===== src/rtl/echo_request_arbiter.sv =====
// rtl/echo_request_arbiter.sv - two-port round-robin echo arbiter over a shared FIFO
// Responses return in issue order; a tag queue remembers which requester owns each entry.
module echo_request_arbiter #(
   parameter int WIDTH = 32,
   parameter int DEPTH = 4
) (
   input  logic             CLK,
   input  logic             RST,
   input  logic             req0_enq__ENA,
   input  logic [WIDTH-1:0] req0_enq_v,
   output logic             req0_enq__RDY,
   input  logic             req1_enq__ENA,
   input  logic [WIDTH-1:0] req1_enq_v,
   output logic             req1_enq__RDY,
   output logic             fifo_enq__ENA,
   output logic [WIDTH-1:0] fifo_enq_v,
   input  logic             fifo_enq__RDY,
   input  logic [WIDTH-1:0] fifo_first,
   input  logic             fifo_first__RDY,
   output logic             fifo_deq__ENA,
   input  logic             fifo_deq__RDY,
   output logic             ind0_echo__ENA,
   output logic [WIDTH-1:0] ind0_echo_v,
   input  logic             ind0_echo__RDY,
   output logic             ind1_echo__ENA,
   output logic [WIDTH-1:0] ind1_echo_v,
   input  logic             ind1_echo__RDY,
   output logic [15:0]      echo_count
);
   localparam int PW = $clog2(DEPTH);
   localparam int CW = $clog2(DEPTH + 1);

   logic             buf0_valid, buf1_valid;
   logic [WIDTH-1:0] buf0_data, buf1_data;
   logic             last_grant;
   logic [DEPTH-1:0] tag_q;
   logic [PW-1:0]    wr_ptr, rd_ptr;
   logic [CW-1:0]    tag_count;
   logic             grant, issue, head_tag, tag_ready, respond;

   always_comb begin
      grant     = (buf0_valid && buf1_valid) ? ~last_grant : buf1_valid;
      // Fullness uses the pre-edge count, so a same-cycle pop never frees a slot early.
      issue     = !RST && fifo_enq__RDY && (tag_count < CW'(DEPTH)) && (buf0_valid || buf1_valid);
      head_tag  = tag_q[rd_ptr];
      tag_ready = head_tag ? ind1_echo__RDY : ind0_echo__RDY;
      respond   = !RST && (tag_count != '0) && fifo_first__RDY && fifo_deq__RDY && tag_ready;
   end

   assign req0_enq__RDY  = !RST && !buf0_valid;
   assign req1_enq__RDY  = !RST && !buf1_valid;
   assign fifo_enq__ENA  = issue;
   assign fifo_enq_v     = grant ? buf1_data : buf0_data;
   assign fifo_deq__ENA  = respond;
   assign ind0_echo__ENA = respond && !head_tag;
   assign ind1_echo__ENA = respond && head_tag;
   assign ind0_echo_v    = fifo_first;
   assign ind1_echo_v    = fifo_first;

   always_ff @(posedge CLK) begin
      if (RST) begin
         buf0_valid <= 1'b0;
         buf1_valid <= 1'b0;
         buf0_data  <= '0;
         buf1_data  <= '0;
         last_grant <= 1'b1;
         tag_q      <= '0;
         wr_ptr     <= '0;
         rd_ptr     <= '0;
         tag_count  <= '0;
         echo_count <= '0;
      end else begin
         // A buffer is only loadable while empty, so it cannot refill in its drain cycle.
         if (req0_enq__ENA && !buf0_valid) begin
            buf0_valid <= 1'b1;
            buf0_data  <= req0_enq_v;
         end else if (issue && !grant) begin
            buf0_valid <= 1'b0;
         end
         if (req1_enq__ENA && !buf1_valid) begin
            buf1_valid <= 1'b1;
            buf1_data  <= req1_enq_v;
         end else if (issue && grant) begin
            buf1_valid <= 1'b0;
         end
         if (issue) begin
            last_grant    <= grant;
            tag_q[wr_ptr] <= grant;
            wr_ptr        <= wr_ptr + PW'(1);
         end
         if (respond) begin
            rd_ptr     <= rd_ptr + PW'(1);
            echo_count <= echo_count + 16'd1;
         end
         case ({issue, respond})
            2'b10:   tag_count <= tag_count + CW'(1);
            2'b01:   tag_count <= tag_count - CW'(1);
            default: tag_count <= tag_count;
         endcase
      end
   end
endmodule


===== config.mk =====
export PLATFORM = sky130hd
export DESIGN_NAME = echo_request_arbiter
export DESIGN_NICKNAME = d
export VERILOG_FILES = /design/src/rtl/echo_request_arbiter.sv
export SDC_FILE = /design/constraint.sdc
export NUM_CORES = 1
export LEC_CHECK = 0
export CAP_MARGIN = 15
export CORE_ASPECT_RATIO = 0.8
export CORE_MARGIN = 2
export CORE_UTILIZATION = 37
export CTS_CLUSTER_SIZE = 16
export DETAILED_ROUTE_END_ITERATION = 10
export PLACE_DENSITY_LB_ADDON = 0.05
export SLEW_MARGIN = 15
export SYNTH_ARGS = -nofsm -noshare
export SYNTH_HDL_FRONTEND = slang
export SYNTH_SLANG_ARGS = --single-unit

===== constraint.sdc =====
create_clock -name CLK -period 2.82 [get_ports CLK]
set_clock_uncertainty 0.1 [all_clocks]
set_input_delay 0.564 -clock CLK [delete_from_list [all_inputs] [get_ports CLK]]
set_output_delay 0.564 -clock CLK [all_outputs]
set_load 0.02 [all_outputs]

-- Yosys cells after proc, flatten, opt, wreduce, memory -nomap -nowiden
Index checks and enable logic that the tools add are counted.
- order comparisons: 4
- reduce and logical (&&, ||, !) cells: 27
- equality and inequality tests: 2
- muxes and demuxes: 13
- bitwise operators: 1
- add/subtract/negate cells: 5
- operator list (cell ; count):
    $mux W32 ; 1
    $logic_and A1 B1 Y1 ; 17
    $add A16 B1 Y16 const B ; 1
    $mux W1 ; 8
    $lt A2 B3 Y1 const B ; 2
    $pmux W3 S2 ; 1
    $reduce_bool A2 Y1 ; 3
    $logic_not A1 Y1 ; 5
    $add A2 B1 Y2 const B ; 2
    $bwmux W4 ; 1
    $add A3 B1 Y3 const B ; 1
    $lt A3 B3 Y1 const B ; 1
    $reduce_bool A3 Y1 ; 1
    $sub A3 B1 Y3 const B ; 1
    $bmux W1 S2 ; 1
    $demux W1 S2 ; 1
    $eq A2 B1 Y1 const B ; 1
    $eq A2 B2 Y1 const B ; 1
    $ge A2 B1 Y1 const B ; 1
    $logic_or A1 B1 Y1 ; 1
    $not A1 Y1 ; 1
- register bits after elaboration: 94
- output and inout bits: 118
- word-level logic and storage cells: 62

-- Depth between registers and ports, before layout
Gate-level depths: netlist (run 1).
- depth after elaboration: 7
- depth in mapped cells: 10

-- Worst setup path after synthesis (run 1)
Ideal clock, no wire load.
- path type: register -> register
- start: reg rd_ptr[0]
- end: reg tag_count[2]
- data required time: 2.650 ns
- stages on the path, launching flop included: 11
- data arrival time: 2.710 ns
- slack: -0.060 ns
- buffers on the path: 1
- cell sequence: dfxtp_1 -> mux4_2 -> mux2i_2 -> buf_6 -> nor2_2 -> ha_1 -> inv_1 -> fa_1 -> xor2_1 -> or3_1 -> a21oi_1
- cells in the longest elaborated chain, start to end: 6
- elaborated cells between the ends (all ways): 8
- those cells by class: 2 x eq/ne; 4 x mux; 2 x reduce/logical
- ends and longest elaborated chain (item ; RTL line ; source):
    from (decl) ; 37 ; logic [PW-1:0] wr_ptr, rd_ptr;
    from (signal assigned) ; 92 ; rd_ptr <= rd_ptr + PW'(1);
    $bmux W1 S2 (*) ; 45 ; head_tag = tag_q[rd_ptr];
    $mux W1 (not written as such) (*) ; 45 ;
    $mux W1 (*) ; 46 ; tag_ready = head_tag ? ind1_echo__RDY : ind0_echo__RDY;
    $logic_and A1 B1 Y1 (*) ; 47 ; respond = !RST && (tag_count != '0) && fifo_first__RDY && fifo_deq__RDY && tag_ready;
    net fifo_deq__ENA ; 20 ; output logic fifo_deq__ENA,
    $eq A2 B1 Y1 / $eq A2 B2 Y1 (equally long branches) ; 95 ; case ({issue, respond})
    $pmux W3 S2 / $reduce_bool A2 Y1 (equally long branches) ; -- ;
    to (signal assigned) ; 96 ; 2'b10: tag_count <= tag_count + CW'(1);
    to (signal assigned) ; 97 ; 2'b01: tag_count <= tag_count - CW'(1);
    to (signal assigned) ; 98 ; default: tag_count <= tag_count;
    to (decl) ; 38 ; logic [CW-1:0] tag_count;
Mark *: on every way through the listed nets, which the timed path passes. The rest lies on a longest branch. The select of a mux whose other input is x is not followed.
A chain may end at the register's enable or synchronous reset.

-- Worst setup path after layout (run 1)
- start: reg buf0_valid
- end: out fifo_enq_v[8]
- cells in the longest elaborated chain, start to end: 3
- ends and longest elaborated chain (item ; RTL line ; source):
    from (decl) ; 33 ; logic buf0_valid, buf1_valid;
    from (signal assigned) ; 62 ; buf0_valid <= 1'b0;
    from (signal assigned) ; 75 ; buf0_valid <= 1'b1;
    from (signal assigned) ; 78 ; buf0_valid <= 1'b0;
    $logic_and A1 B1 Y1 ; 42 ; grant = (buf0_valid && buf1_valid) ? ~last_grant : buf1_valid;
    $mux W1 ; 42 ;
    $mux W32 ; 53 ; assign fifo_enq_v = grant ? buf1_data : buf0_data;
    to (decl) ; 16 ; output logic [WIDTH-1:0] fifo_enq_v,
No other way between the ends.

==> reports/results.tsv, run 1 <==
metric	value	unit
dp_hpwl	8480	um
synth_area_leaders	dfxtp_1 (40%), nand2_1 (11%), buf_4 (10%)	
cts_max_level	3	
rsz0062_at_grt	no	
min-delay-path-class	reg2reg	
drt_first_pass_iters	4	
yosysMostFrequentCell	nand2_1	
synth_warnings	0	
async_flop_share	0	%
initialDrtViolationCount	167	
final_nets	727	
synth_fp_nets	673	
grt_max_degree	47	
yosys_register_bits	94	
vias	3895	
syn_avg_cell_area	8.30	um^2
worst_ep_arrival_time	2070	ps
powerDensity	531	mW/mm^2
grt_pass1_wl	19600	um
finalHoldViolations	0	
wirelength	12100	um
die_height	104	um
endpoint_kind	output port	
clk_pin_slew	60	ps
period_share	96.8	%
ctsResizeCount	4	
p_leak	2.33	nW
setup_ws	90.1	ps
clk_latency	330	ps
synth-seq-area-share	40.4	%
maxSlewViolCount	0	
die_w	129	um
ant_nets	0	
rrSetupSlack	140	ps
fin_area	0.00599	mm^2
drc	0	
start_util	38.0	%
critical_path_required	2160	ps
yosys-top-cells-count	nand2_1 (139), dfxtp_1 (94), a21oi_1 (75)	
cts_setup_buffers	0	
cts_buffer_depth	2	
path_max_fanout	23	
io_buffers	126	
areaGrowthSynthToFinish	28.5	%
synth_edf_count	0	
setup-violations-final	0	
cts-root-buf	clkbuf_16	
worst_slew_pin_slew	565	ps
ctsHoldBuffers	0	
status	completed	
num_rows	36	
fp.dieArea	0.0135	mm^2
startpoint_type	register	
grt_pass1_vias	3919	
netlist_area	0.00466	mm^2
netlist.area_leader.share	40.4	%
fill_cells	1206	
cts_buffers	9	
cts_tree	yes	
coreArea	0.0123	mm^2
worstSetupPathType	reg2out	
fmax	0.366	GHz
synthFlopType	dfxtp_1	
pre_cts_slack	-145	ps
vias_per_cell	4.92	
post-route-min-period	2730	ps
gp_congestion	0.779	
postSynthCellCount	561	
grt_usage	18.1	%
relSlewSlack	62.3	%
antenna_found_initial	0	
ys_types	47	
place_area	0.00567	mm^2
ir_worst_vdd	0.292	mV
cap_violations	0	
clock-sinks	94	
setup_tns	0	ps
wl_per_cell	15.3	um
yosys.area.top_type	dfxtp_1	
overflow	0	
io_pins	223	
drive_gt1_share	13.4	%
-- final timing paths --
check,from,end,cells past startpoint
max,buf0_valid,fifo_enq_v[8],4
min,buf0_data[30],buf0_data[30],2
max reg2reg,rd_ptr[0],tag_count[2],9
min reg2reg,buf0_data[30],buf0_data[30],2
-- placed cells by master (no fill, tap or decap), types with 4 or more instances in the layout --
cell and count:
a21oi_2 4, nand2_1 139, clkbuf_16 9, o31ai_1 5, buf_4 15, a21oi_1 75, o21ai_0 6, nand3_1 8
inv_1 13, dlymetal6s2s_1 9, or3_1 4, ha_1 6, mux2_2 32, clkdlybuf4s50_1 113, o311ai_1 6, o41ai_1 5
nand4_1 7, dfxtp_1 94, nor2_1 8, or4_1 5
-- worst max-delay path: stages, from the launching register on --
cell	delay, ps
dfxtp_1	390
a21boi_4	240
buf_12	200
mux2_2	360
clkdlybuf4s50_1	540
-- power breakdown --
group,internal [W],switching (W)
Combinational,0.000274,0.000273
Sequential,0.00139,0.0000351
Clock,0.000707,0.000494
-- final cells by class --
cell class | count | area (um^2) | area share [%]
repair buffers | 144 | 1440 | 24.1
clock inverters | 3 | 45.0 | 0.753
multi-input cells | 352 | 2100 | 35.1
diodes | 1 | 2.50 | 0.0418
clock buffers | 12 | 246 | 4.12
inverters | 14 | 52.6 | 0.878
well taps | 171 | 214 | 3.57
flip-flops and latches | 94 | 1880 | 31.4
-- metrics by stage --
step           cells  total power [W]  hold WS [ps]  util, %
6_report         791          0.00318           351     48.9
5_1_grt          790          0.00332           368     48.8
4_1_cts          790          0.00322           354     48.6
3_5_place_dp     775          0.00201           344     46.2
3_3_place_gp     775          0.00200           338     46.2
2_1_floorplan    561          0.00187           319        -
-- state kept, by name, summed over array words and instances (netlist names) --
name and cells:
buf0_data 32, buf0_valid 1, buf1_data 32, buf1_valid 1, echo_count 16, last_grant 1, rd_ptr 2, tag_count 3
tag_q 4, wr_ptr 2
-- cells by family (layout without fill, tap and decap cells) --
| kind of cell | Yosys count | in the layout | share of synthesized area (%) |
|---|---|---|---|
| other cells | 0 | 1 | 0 |
| simple gates | 194 | 194 | 18.6 |
| mux | 38 | 38 | 9.70 |
| compound gates | 110 | 110 | 13.8 |
| fa+ha+maj | 7 | 7 | 2.04 |
| flops | 94 | 94 | 40.4 |
| buf+inv | 115 | 173 | 15.0 |
| xor+xnor | 3 | 3 | 0.564 |
-- layer usage --
| metal | vias up | wire length (um) | track usage (%) | share of wire, % |
|---|---|---|---|---|
| met1 | 1813 | 5660 | 23.5 | 47 |
| met5 | - | 0 | 0 | 0 |
| li1 | 1936 | - | - | - |
| met2 | 103 | 5300 | 27.6 | 44 |
| met3 | 43 | 882 | 6.17 | 7.3 |
| met4 | 0 | 268 | 6.53 | 2.2 |
No activity file was read; power rests on OpenSTA's default activity.
==> run 2, diff against run 1 <==
- SLEW_MARGIN: 15 -> unset
==> results of run 2 <==
The final DEF is identical to that of run 1; final timing and power are the same.
